$ cat src/rtl/udp_rx_depacketizer_if.sv
// ---------------------------------------------------------------------------
// udp_rx_depacketizer_pkg / udp_rx_depacketizer_if
//
// Purpose: shared types for the UDP receive depacketizer and the byte-stream
// bus interface used on both its input (IPv4 payload) and output (UDP payload).
//
// Bus signals (one beat per clock):
//   start        first beat of a frame
//   data_valid   data/bytes_valid carry payload this beat
//   bytes_valid  0..16 valid bytes, left-aligned at data[127:120]
//   data         128-bit beat, MSB-first
//   commit       frame ended and is good
//   drop         frame ended and must be discarded
// ---------------------------------------------------------------------------
package udp_rx_depacketizer_pkg;

    typedef struct packed {
        logic [15:0] payload_len;
        logic [7:0]  protocol;
        logic [31:0] src_ip;
        logic [31:0] dst_ip;
    } ipv4_hdr_t;

    typedef struct packed {
        logic [31:0] src_ip;
        logic [31:0] dst_ip;
        logic [15:0] src_port;
        logic [15:0] dst_port;
        logic [15:0] payload_len;
        logic [15:0] checksum;
    } udp_hdr_t;

    typedef struct packed {
        logic         start;
        logic         data_valid;
        logic [4:0]   bytes_valid;
        logic [127:0] data;
        logic         commit;
        logic         drop;
    } eth_bus_t;

endpackage

interface udp_rx_depacketizer_if;
    logic         start;
    logic         data_valid;
    logic [4:0]   bytes_valid;
    logic [127:0] data;
    logic         commit;
    logic         drop;

    modport master (output start, data_valid, bytes_valid, data, commit, drop);
    modport slave  (input  start, data_valid, bytes_valid, data, commit, drop);
endinterface

$ cat src/rtl/udp_rx_depacketizer.sv
// ---------------------------------------------------------------------------
// udp_rx_depacketizer
//
// Strips the 8-byte UDP header from an IPv4 payload stream and realigns the
// UDP payload so its first byte sits at data[127:120]. Frames that are not
// UDP or whose UDP length is inconsistent are rejected and swallowed.
//
// Ports:
//   rx_clk          clock, rising edge
//   rx_rst_n        asynchronous active-low reset
//   rx_l3_bus       (slave)  IPv4 payload stream in
//   rx_l3_headers   IPv4 header fields, stable for the whole frame
//   rx_udp_headers  UDP header fields, valid from output start to next start
//   rx_udp_bus      (master) realigned UDP payload stream out
//   rx_udp_reject   one-cycle pulse when a frame is rejected
//
// All outputs are registered; output follows input by one cycle, except
// that a frame whose tail is still held in the carry register needs one
// extra FLUSH cycle after the input commit.
// ---------------------------------------------------------------------------
module udp_rx_depacketizer
    import udp_rx_depacketizer_pkg::*;
(
    input  logic                         rx_clk,
    input  logic                         rx_rst_n,
    udp_rx_depacketizer_if.slave         rx_l3_bus,
    input  ipv4_hdr_t                    rx_l3_headers,
    output udp_hdr_t                     rx_udp_headers,
    udp_rx_depacketizer_if.master        rx_udp_bus,
    output logic                         rx_udp_reject
);

    typedef enum logic [1:0] {IDLE, BODY, FLUSH, DISCARD} state_t;

    state_t      state_q, state_d;
    logic [63:0] carry_q, carry_d;
    logic [4:0]  cnt_q, cnt_d;        // valid bytes held in carry_q
    logic [15:0] rem_q, rem_d;        // UDP payload bytes still to emit
    udp_hdr_t    hdr_q, hdr_d;
    eth_bus_t    out_q, out_d;
    logic        rej_q, rej_d;

    logic [4:0]  b_in, b_lo, b_hi, raw, emit, flush_cnt;
    logic [15:0] rem_after, udp_len;
    logic        start_ok, accept, do_start;

    // Input beat split: the upper 8 bytes complete the carried half-word,
    // the lower 8 bytes become the next carry.
    always_comb begin
        if (!rx_l3_bus.data_valid)
            b_in = 5'd0;
        else if (rx_l3_bus.bytes_valid > 5'd16)
            b_in = 5'd16;
        else
            b_in = rx_l3_bus.bytes_valid;
        b_lo = (b_in > 5'd8) ? 5'd8 : b_in;
        b_hi = (b_in > 5'd8) ? (b_in - 5'd8) : 5'd0;
        raw  = cnt_q + b_lo;
        // Trimming to the remaining UDP length is what strips Ethernet padding.
        emit      = ({11'd0, raw} > rem_q) ? rem_q[4:0] : raw;
        rem_after = rem_q - {11'd0, emit};
        flush_cnt = ({11'd0, cnt_q} > rem_q) ? rem_q[4:0] : cnt_q;

        start_ok = rx_l3_bus.start && rx_l3_bus.data_valid;
        udp_len  = rx_l3_bus.data[95:80];
        accept   = (rx_l3_headers.protocol == 8'd17) &&
                   (rx_l3_bus.bytes_valid >= 5'd8) &&
                   (udp_len >= 16'd8) &&
                   (udp_len <= rx_l3_headers.payload_len);
    end

    always_ff @(posedge rx_clk or negedge rx_rst_n) begin
        if (!rx_rst_n) begin
            state_q <= IDLE;
            carry_q <= '0;
            cnt_q   <= '0;
            rem_q   <= '0;
            hdr_q   <= '0;
            out_q   <= '0;
            rej_q   <= 1'b0;
        end else begin
            state_q <= state_d;
            carry_q <= carry_d;
            cnt_q   <= cnt_d;
            rem_q   <= rem_d;
            hdr_q   <= hdr_d;
            out_q   <= out_d;
            rej_q   <= rej_d;
        end
    end

    always_comb begin
        state_d  = state_q;
        carry_d  = carry_q;
        cnt_d    = cnt_q;
        rem_d    = rem_q;
        hdr_d    = hdr_q;
        out_d    = '0;
        rej_d    = 1'b0;
        do_start = 1'b0;

        case (state_q)
            IDLE: begin
                do_start = start_ok;
            end

            DISCARD: begin
                // A fresh start ends the discarded frame just as well as
                // its own commit/drop would.
                if (start_ok)
                    do_start = 1'b1;
                else if (rx_l3_bus.commit || rx_l3_bus.drop)
                    state_d = IDLE;
            end

            BODY: begin
                if (rx_l3_bus.start) begin
                    // Current frame never saw its end: abandon it. An
                    // accepted new start goes out on this same beat.
                    out_d.drop = 1'b1;
                    state_d    = IDLE;
                    do_start   = start_ok;
                end else if (rx_l3_bus.drop) begin
                    out_d.drop = 1'b1;
                    state_d    = IDLE;
                end else if (rx_l3_bus.data_valid || rx_l3_bus.commit) begin
                    // A bare commit is treated as a zero-byte beat so any
                    // carried bytes still get emitted.
                    out_d.data        = {carry_q, rx_l3_bus.data[127:64]};
                    out_d.bytes_valid = emit;
                    out_d.data_valid  = (emit != 5'd0);
                    carry_d           = rx_l3_bus.data[63:0];
                    cnt_d             = b_hi;
                    rem_d             = rem_after;
                    if (rx_l3_bus.commit) begin
                        if (rem_after == 16'd0) begin
                            out_d.commit = 1'b1;
                            state_d      = IDLE;
                        end else if (b_hi == 5'd0) begin
                            // Input ended short of the UDP length.
                            out_d.drop = 1'b1;
                            state_d    = IDLE;
                        end else begin
                            state_d = FLUSH;
                        end
                    end
                end
            end

            FLUSH: begin
                if (rx_l3_bus.drop) begin
                    out_d.drop = 1'b1;
                    state_d    = IDLE;
                end else begin
                    out_d.data        = {carry_q, 64'h0};
                    out_d.bytes_valid = flush_cnt;
                    out_d.data_valid  = (flush_cnt != 5'd0);
                    // Carry cannot cover the remaining length: truncated.
                    if ({11'd0, cnt_q} < rem_q)
                        out_d.drop = 1'b1;
                    else
                        out_d.commit = 1'b1;
                    rem_d   = rem_q - {11'd0, flush_cnt};
                    cnt_d   = 5'd0;
                    state_d = IDLE;
                    // No room to open a frame while the previous one is
                    // still draining, so a start here is refused.
                    if (rx_l3_bus.start) begin
                        rej_d   = 1'b1;
                        state_d = (rx_l3_bus.commit) ? IDLE : DISCARD;
                    end
                end
            end

            default: state_d = IDLE;
        endcase

        if (do_start) begin
            if (accept) begin
                carry_d = rx_l3_bus.data[63:0];
                cnt_d   = b_hi;
                rem_d   = udp_len - 16'd8;
                if (rx_l3_bus.drop) begin
                    state_d = IDLE;
                end else begin
                    out_d.start       = 1'b1;
                    hdr_d.src_ip      = rx_l3_headers.src_ip;
                    hdr_d.dst_ip      = rx_l3_headers.dst_ip;
                    hdr_d.src_port    = rx_l3_bus.data[127:112];
                    hdr_d.dst_port    = rx_l3_bus.data[111:96];
                    hdr_d.payload_len = udp_len - 16'd8;
                    hdr_d.checksum    = rx_l3_bus.data[79:64];
                    // Commit on the header beat still needs FLUSH for the
                    // carried bytes (or an empty commit when udp_len==8).
                    state_d = rx_l3_bus.commit ? FLUSH : BODY;
                end
            end else begin
                rej_d   = 1'b1;
                cnt_d   = 5'd0;
                rem_d   = 16'd0;
                state_d = (rx_l3_bus.commit || rx_l3_bus.drop) ? IDLE : DISCARD;
            end
        end
    end

    assign rx_udp_bus.start       = out_q.start;
    assign rx_udp_bus.data_valid  = out_q.data_valid;
    assign rx_udp_bus.bytes_valid = out_q.bytes_valid;
    assign rx_udp_bus.data        = out_q.data;
    assign rx_udp_bus.commit      = out_q.commit;
    assign rx_udp_bus.drop        = out_q.drop;
    assign rx_udp_headers         = hdr_q;
    assign rx_udp_reject          = rej_q;

endmodule
$ cat src/flat_wrapper.sv
// flat-port wrapper written by rule: the top's interface ports become plain ports
module udp_rx_depacketizer_flat import udp_rx_depacketizer_pkg::*;
  (rx_clk, rx_rst_n, rx_l3_headers, rx_udp_headers, rx_udp_reject, rx_l3_bus_start, rx_l3_bus_data_valid, rx_l3_bus_bytes_valid, rx_l3_bus_data, rx_l3_bus_commit, rx_l3_bus_drop, rx_udp_bus_start, rx_udp_bus_data_valid, rx_udp_bus_bytes_valid, rx_udp_bus_data, rx_udp_bus_commit, rx_udp_bus_drop);
  udp_rx_depacketizer_if rx_l3_bus_i ();
  udp_rx_depacketizer_if rx_udp_bus_i ();
  input  logic rx_clk;
  input  logic rx_rst_n;
  input  ipv4_hdr_t rx_l3_headers;
  output udp_hdr_t rx_udp_headers;
  output logic rx_udp_reject;
  input wire logic [$bits(rx_l3_bus_i.start)-1:0] rx_l3_bus_start;
  input wire logic [$bits(rx_l3_bus_i.data_valid)-1:0] rx_l3_bus_data_valid;
  input wire logic [$bits(rx_l3_bus_i.bytes_valid)-1:0] rx_l3_bus_bytes_valid;
  input wire logic [$bits(rx_l3_bus_i.data)-1:0] rx_l3_bus_data;
  input wire logic [$bits(rx_l3_bus_i.commit)-1:0] rx_l3_bus_commit;
  input wire logic [$bits(rx_l3_bus_i.drop)-1:0] rx_l3_bus_drop;
  output wire logic [$bits(rx_udp_bus_i.start)-1:0] rx_udp_bus_start;
  output wire logic [$bits(rx_udp_bus_i.data_valid)-1:0] rx_udp_bus_data_valid;
  output wire logic [$bits(rx_udp_bus_i.bytes_valid)-1:0] rx_udp_bus_bytes_valid;
  output wire logic [$bits(rx_udp_bus_i.data)-1:0] rx_udp_bus_data;
  output wire logic [$bits(rx_udp_bus_i.commit)-1:0] rx_udp_bus_commit;
  output wire logic [$bits(rx_udp_bus_i.drop)-1:0] rx_udp_bus_drop;
  assign rx_l3_bus_i.start = rx_l3_bus_start;
  assign rx_l3_bus_i.data_valid = rx_l3_bus_data_valid;
  assign rx_l3_bus_i.bytes_valid = rx_l3_bus_bytes_valid;
  assign rx_l3_bus_i.data = rx_l3_bus_data;
  assign rx_l3_bus_i.commit = rx_l3_bus_commit;
  assign rx_l3_bus_i.drop = rx_l3_bus_drop;
  assign rx_udp_bus_start = rx_udp_bus_i.start;
  assign rx_udp_bus_data_valid = rx_udp_bus_i.data_valid;
  assign rx_udp_bus_bytes_valid = rx_udp_bus_i.bytes_valid;
  assign rx_udp_bus_data = rx_udp_bus_i.data;
  assign rx_udp_bus_commit = rx_udp_bus_i.commit;
  assign rx_udp_bus_drop = rx_udp_bus_i.drop;
  udp_rx_depacketizer u_core (.rx_clk(rx_clk), .rx_rst_n(rx_rst_n), .rx_l3_bus(rx_l3_bus_i), .rx_l3_headers(rx_l3_headers), .rx_udp_headers(rx_udp_headers), .rx_udp_bus(rx_udp_bus_i), .rx_udp_reject(rx_udp_reject));
endmodule
$ cat config.mk
export PLATFORM = sky130hd
export DESIGN_NAME = udp_rx_depacketizer_flat
export DESIGN_NICKNAME = d
export VERILOG_FILES = /design/src/rtl/udp_rx_depacketizer_if.sv /design/src/rtl/udp_rx_depacketizer.sv /design/src/flat_wrapper.sv
export SDC_FILE = /design/constraint.sdc
export NUM_CORES = 1
export LEC_CHECK = 0
export BUFFER_PORTS_ARGS = -buffer_cell sky130_fd_sc_hd__buf_4
export CAP_MARGIN = 5
export CORE_ASPECT_RATIO = 1.1
export CORE_UTILIZATION = 40
export DETAILED_ROUTE_END_ITERATION = 10
export GPL_TIMING_DRIVEN = 0
export PLACE_DENSITY = 0.73
export SLEW_MARGIN = 20
export SYNTH_ARGS = -nofsm -noshare
export SYNTH_HDL_FRONTEND = slang
export SYNTH_SLANG_ARGS = --single-unit
$ cat constraint.sdc
create_clock -name rx_clk -period 7.7 [get_ports rx_clk]
set_input_delay 0.385 -clock rx_clk [delete_from_list [all_inputs] [get_ports rx_clk]]
set_output_delay 0.385 -clock rx_clk [all_outputs]
set_load 0.005 [all_outputs]
==> impl_metrics.json, run 1 <==
{
  "crit_path_top_delay_cell": "or3_1",
  "nNetsFinal": 2275,
  "drt_pass1_iterations": 5,
  "synth_top_family_by_area": "simple AND/OR/NAND/NOR gates",
  "setup_viol": 0,
  "routedWlPerCell_um": 20.0,
  "path_buf_inv": 7,
  "insertion_delay_ps": 560,
  "io_pins": 493,
  "vias": 12800,
  "drive_gt1_frac": 0.314,
  "async_reset_ff_frac": 1.00,
  "drt_iter0_drc": 782,
  "start_kind": "primary input",
  "die_area_um2": 38900,
  "clkTransAtPathRegs_ps": 60,
  "synthTopCellsByArea": "dfrtp_1 58%, nand2_1 10%, and2_1 5.3%, mux2_2 4.8%, ha_1 3.4%",
  "finalCritPeriodShare": 0.943,
  "cts_max_path_buffers": 3,
  "avgSynthCellArea_um2": 10.4,
  "leakagePower_nw": 11.3,
  "drt-vias-per-instance": 5.07,
  "fin_area_um2": 20900,
  "syn_to_final_growth_pct": 37.3,
  "wl_mm": 50.4,
  "yosysSeqAreaShare": 0.579,
  "m1WireLength_mm": 19.4,
  "met3_length_mm": 4.24,
  "rsz0062_at_grt": "no",
  "synth-seq-cells": 353,
  "status": "completed",
  "start_util": 0.409,
  "synthMuxAreaShare": 0.0526,
  "dr_wl_met2_mm": 25.1,
  "finalHoldViolCount": 0,
  "pwr_density_cell_nw_per_um2": 264,
  "worst_slew_pin_slew_ps": 914,
  "worstSetupPathType": "in2reg",
  "htree_levels": 2,
  "die_height_um": 207,
  "yosys.area_share.simple": 0.204,
  "cp_top_family": "compound AO/OA/AOI/OAI gates",
  "syn_inst": 1466,
  "top_layer_used": "met4",
  "maxCapViolations": 0,
  "synth_top_area_share": 0.579,
  "dpl-instance-area_um2": 19600,
  "irDropWorstVdd_v": 0.000184,
  "synth_fp_nets": 1738,
  "cts_root_buf": "clkbuf_16",
  "port_buffers": 489,
  "rows": 74,
  "synth_compound_area_frac": 0.0772,
  "path_max_fanout": 10,
  "synth_edf_count": 0,
  "ys_warn_count": 0,
  "clock.fmax_mhz": 138,
  "fin_ws_ps": 440,
  "post-route-min-period_ps": 7260,
  "required_ps": 8110,
  "dieWidth_um": 188,
  "cts_buffers": 39,
  "cp-end-kind": "flop",
  "grtUsageTotal": 0.254,
  "dp_slack_ps": -210,
  "slew_headroom": 0.388,
  "slowest_delay_ps": 470,
  "yosys.area.top_type": "dfrtp_1",
  "yosys.area_share.adder": 0.0397,
  "nFillCells": 3262,
  "arrival_ps": 7670,
  "syn_area_um2": 15200,
  "routabilityCongestion": 0.919,
  "antenna_left": 0,
  "synth-main-ff-cell": "dfrtp_1",
  "core_um2": 37300,
  "skew_ps": 23.7,
  "drv_slew": 0,
  "antenna_cells": 0,
  "cts.sinks": 353,
  "grt_pass1_wl_mm": 75.1,
  "power_mw": 5.53,
  "antenna_found_initial": 0,
  "hold_class": "in2reg",
  "grt_pass1_vias": 12800,
  "synth_xor_area_frac": 0.0161,
  "cts_tree": "done",
  "grt_max_degree": 100,
  "place_hpwl_mm": 38.9,
  "rrSetupSlack_ps": 790,
  "ys_types": 73,
  "drcViolationCount": 0,
  "postCtsSetupBuffers": 0,
  "gr-total-overflow": 0
}
[what timing repair did]
item,in CTS,in global routing
gates resized for setup,0,2
endpoints found under the setup margin,0,1
hold buffers,4,0
endpoints found under the hold margin,87,0
[synthesized netlist by cell type, types with 7 or more instances]
cell type and n:
nand2_1 407, dfrtp_1 353, and2_1 128, clkbuf_1 66, mux2_2 65, inv_1 46, ha_1 42, nor2_1 41
a21oi_1 39, o21ai_0 39, nor3_1 21, or3_1 14, xnor2_1 14, xor2_1 14, a21o_1 13, nand3_1 12
nand2b_1 9, a221oi_1 8, mux2i_1 7
[per-stage QoR]
stage / setup TNS, ps / hold WS, ps / cells / util
6_report: 0 / 36.4 / 2525 / 0.561
3_3_place_gp: -132 / 454 / 2449 / 0.524
5_1_grt: 0 / 5.03 / 2525 / 0.561
3_5_place_dp: -245 / 446 / 2452 / 0.526
4_1_cts: 0 / 1.36 / 2525 / 0.560
2_1_floorplan: 0 / 89.4 / 1466 / -
[registers in the layout (all words and copies together) (netlist names), 2 cells and up]
signal,count
u_core.rx_udp_bus.data,128
u_core.rx_udp_headers,128
u_core.carry_q,64
u_core.rem_q,16
u_core.cnt_q,5
u_core.rx_udp_bus.bytes_valid,5
u_core.state_q,2
[area by class of cell]
cell class / instances / area [um2] / area share
well taps: 494 / 618 / 0.0295
flip-flops and latches: 353 / 8830 / 0.422
inverters: 47 / 176 / 0.00843
plain buffers: 73 / 302 / 0.0144
clock buffers: 55 / 1110 / 0.0530
clock inverters: 14 / 134 / 0.00640
repair buffers: 496 / 3800 / 0.182
multi-input cells: 993 / 5950 / 0.285
[kinds of logic after synthesis]
logic type      after synthesis
flops                       353
compound gates              173
xor+xnor                     28
fa+ha+maj                    47
mux                          72
simple gates                673
buf+inv                     120
[path summary, 6_finish.rpt]
check / cells past startpoint / from / endpoint
hold reg to reg: 1 / u_core.carry_q[56] / u_core.rx_udp_bus.data[120]
hold / removal: 3 / rx_l3_headers[57] / u_core.rx_udp_headers[121]
setup reg to reg: 25 / u_core.cnt_q[0] / u_core.rx_udp_bus.drop
max in group asynchronous: 4 / rx_rst_n / u_core.rx_udp_bus.data[80]
setup / recovery: 30 / rx_l3_bus_data_valid / u_core.rx_udp_bus.drop
min in group asynchronous: 2 / rx_rst_n / u_core.rx_udp_bus.data[15]
[worst reg2reg max path, cell delays in order, from the launching register on]
cell,delay [ps]
dfrtp_1,440
ha_1,200
inv_1,60
fa_1,420
xor2_1,350
inv_1,240
ha_1,330
and3_1,210
o21ai_0,160
a32oi_4,420
and2_1,200
clkbuf_1,290
nand2_1,80
o21ai_0,170
ha_1,210
inv_1,70
fa_1,380
clkbuf_1,210
maj3_1,390
a31o_2,250
o221a_1,270
a21oi_2,220
buf_4,220
a221oi_1,100
or3_1,470
a221oi_1,420
[cells in the final DEF (no fill, tap or decap), types with 6 or more instances in the layout]
| cell type | instances |
|---|---|
| o31ai_1 | 6 |
| nand2b_1 | 9 |
| ha_1 | 42 |
| a21o_1 | 13 |
| mux2i_1 | 7 |
| or3_1 | 14 |
| xnor2_1 | 14 |
| and2_1 | 128 |
| dfrtp_1 | 353 |
| clkbuf_1 | 77 |
| xor2_1 | 13 |
| a221oi_1 | 8 |
| clkbuf_16 | 41 |
| o21a_1 | 6 |
| mux2_2 | 65 |
| nor2b_1 | 6 |
| o21ai_0 | 39 |
| nor3_1 | 21 |
| o21ai_1 | 6 |
| buf_4 | 489 |
| o221ai_1 | 6 |
| nor2_1 | 41 |
| nand3_1 | 12 |
| clkinv_2 | 7 |
| nand2_1 | 407 |
| inv_1 | 46 |
| a21oi_1 | 39 |
[report_power, final]
part | internal, mW | leakage, nW | switching, mW
combinational | 0.637 | 5.80 | 0.908
sequential | 2.04 | 4.88 | 0.122
clock | 1.07 | 0.600 | 0.752
[per-layer routing]
metal,track usage,vias to the layer above
met3,0.0740,85
li1,-,5924
met4,0.0929,0
met1,0.301,6259
met2,0.438,538
met5,0,-
No activity file was read; power rests on OpenSTA's default activity.
==> run 2, diff against run 1 <==
- PLACE_DENSITY: 0.73 -> 0.76
- clock period: 7.7 -> 6.5 ns (I/O delays scaled with it)
==> run 2 against run 1 <==
  * Global-route usage is 0.96 points higher
  * Register-to-register slack worse by 430 ps
  * Hold slack worse by 20 ps
  * Critical endpoint unchanged
  * Largest power group unchanged
==> impl_metrics.json, run 2 (synthesized netlist as in run 1, its figures left out) <==
{
  "finalHoldViolCount": 0,
  "path_max_fanout": 10,
  "worstSetupPathType": "reg2reg",
  "hp-start": "rx_l3_bus_data[24]",
  "clock.fmax_mhz": 163,
  "crit_top_cell": "ha_1",
  "clkTransAtPathRegs_ps": 60,
  "rrSetupSlack_ps": 360,
  "cp-end-kind": "flop",
  "insertion_delay_ps": 540,
  "arrival_ps": 6570,
  "routabilityCongestion": 0.911,
  "die_height_um": 207,
  "antenna_found_initial": 1,
  "leakagePower_nw": 11.7,
  "finalCritPeriodShare": 0.945,
  "cts_buffers": 38,
  "hold_class": "in2reg",
  "slew_headroom": 0.354,
  "grt_pass1_vias": 13600,
  "post-route-min-period_ps": 6140,
  "pwr_density_cell_nw_per_um2": 308,
  "vias": 13500,
  "setup_viol": 0,
  "gr-total-overflow": 0,
  "irDropWorstVdd_v": 0.000224,
  "start_util": 0.409,
  "port_buffers": 489,
  "dp_slack_ps": -1160,
  "drt-vias-per-instance": 5.17,
  "drcViolationCount": 0,
  "syn_to_final_growth_pct": 44.1,
  "htree_levels": 2,
  "die_area_um2": 38900,
  "min_to": "u_core.carry_q[24]",
  "fin_setup_tns_ps": 0,
  "drive_gt1_frac": 0.304,
  "nFillCells": 2940,
  "cts_tree": "done",
  "hold_depth": 2,
  "cts_max_path_buffers": 3,
  "required_ps": 6930,
  "crit_path_top_delay_cell": "or3_1",
  "cts.sinks": 353,
  "start_kind": "flop",
  "status": "completed",
  "grtUsageTotal": 0.263,
  "skew_ps": 17.4,
  "rr_worst_depth": 24,
  "reg2reg_from": "u_core.cnt_q[2]",
  "cts_root_buf": "clkbuf_16",
  "grt_max_degree": 104,
  "cp_top_family": "compound AO/OA/AOI/OAI gates",
  "dieWidth_um": 188,
  "routedWlPerCell_um": 20.4,
  "rsz0062_at_grt": "no",
  "layout_commonest_cell": "buf_4",
  "power_mw": 6.76,
  "grt_pass1_wl_mm": 78.6,
  "drv_slew": 0,
  "fin_ws_ps": 360,
  "final_cell_mix": "490 x buf_4, 407 x nand2_1, 353 x dfrtp_1",
  "drt_pass1_iterations": 5,
  "slowest_delay_ps": 460,
  "place_hpwl_mm": 38.1,
  "wl_mm": 53.4,
  "nNetsFinal": 2365,
  "core_um2": 37300,
  "path_buf_inv": 4,
  "rows": 74,
  "cp_cell_sequence": "ha_1 -> a21oi_2 -> and2_2 -> xor2_4 -> inv_1 -> ha_1 -> and3_1 -> o21ai_0 -> a32oi_4 -> and2_4 -> nand2_1 -> o21ai_2 -> ha_1 -> inv_1 -> fa_1 -> clkbuf_1 -> maj3_1 -> a31o_2 -> o221a_1 -> a21oi_2 -> buf_4 -> a21oi_1 -> or3_1 -> a221oi_1",
  "worstReg2RegEnd": "u_core.rx_udp_bus.drop",
  "maxCapViolations": 0,
  "worst_slew_pin_slew_ps": 970,
  "antenna_left": 0,
  "io_pins": 493,
  "drt_iter0_drc": 1073
}
-- run 2: cell types whose count changed in the layout (fill, tap and decap cells not counted), moves of 2 or more --
cell           before  now
clkbuf_8            3   11
clkinv_2            7    1
clkbuf_1           77   72
clkinvlp_4          4    1
o21ai_0            39   37
and2_1            128  126
bufinv_16           2    4
clkbuf_16          41   39
dlygate4sd3_1       4   96
-- run 2: repair_timing --
action                                 4_1_cts  5_1_grt
gates resized for setup                      3        9
endpoints found under the hold margin      178        2
setup endpoints to repair                    9        6
buffers inserted                             1        0
pin swaps                                    1        0
hold buffers                                94        2
-- run 2: through the flow --
stage | hold WS (ps) | std cells | util | cell area [um2]
3_5_place_dp | 329 | 2452 | 0.526 | 19600
6_report | 16.3 | 2615 | 0.589 | 22000
2_1_floorplan | 29.4 | 1466 | - | 15200
5_1_grt | 0.698 | 2614 | 0.589 | 22000
3_3_place_gp | 454 | 2449 | 0.524 | 19500
4_1_cts | 0.569 | 2613 | 0.588 | 21900
-- run 2: area by class of cell --
| class | instances | area, um2 | area share |
|---|---|---|---|
| diodes | 1 | 2.50 | 0.000114 |
| plain buffers | 71 | 294 | 0.0134 |
| clock buffers | 58 | 1160 | 0.0527 |
| clock inverters | 9 | 170 | 0.00775 |
| inverters | 47 | 176 | 0.00803 |
| multi-input cells | 993 | 5990 | 0.273 |
| flip-flops and latches | 353 | 8830 | 0.402 |
| well taps | 494 | 618 | 0.0281 |
| repair buffers | 589 | 4730 | 0.215 |
-- run 2: routing by layer --
layer / vias to the layer above / global-route usage / part of all wire
li1: 6097 / - / -
met1: 6607 / 0.314 / 0.38
met2: 683 / 0.456 / 0.49
met3: 142 / 0.0669 / 0.087
met4: 0 / 0.105 / 0.042
met5: - / 0 / 0
-- run 2: worst max path at each step --
stage	to	startpoint	slack, ps	cells past startpoint
3_5_place_dp	u_core.rx_udp_bus.drop	rx_l3_bus_data_valid	-1160	30
2_1_floorplan	u_core.rx_udp_bus.drop	rx_l3_bus_data_valid	340	29
4_1_cts	u_core.rx_udp_bus.drop	u_core.cnt_q[2]	30	25
5_1_grt	u_core.rx_udp_bus.drop	u_core.cnt_q[0]	70	26
3_3_place_gp	u_core.rx_udp_bus.drop	rx_l3_bus_data_valid	-1140	30
6_report	u_core.rx_udp_bus.drop	u_core.cnt_q[2]	360	24
-- run 2: worst reg2reg max path, cell delays in order, from the launching register on --
cell and delay (ps):
dfrtp_1 440, ha_1 400, a21oi_2 180, and2_2 240, xor2_4 270, inv_1 140
ha_1 310, and3_1 230, o21ai_0 160, a32oi_4 300, and2_4 260, nand2_1 80
o21ai_2 100, ha_1 170, inv_1 70, fa_1 380, clkbuf_1 210, maj3_1 400
a31o_2 250, o221a_1 260, a21oi_2 160, buf_4 200, a21oi_1 80, or3_1 460
a221oi_1 280
-- run 2: power by group --
part	internal [mW]	switching, mW	total [mW]
sequential	2.41	0.150	2.56
clock	1.39	0.911	2.30
combinational	0.801	1.10	1.90
total	4.60	2.16	6.76
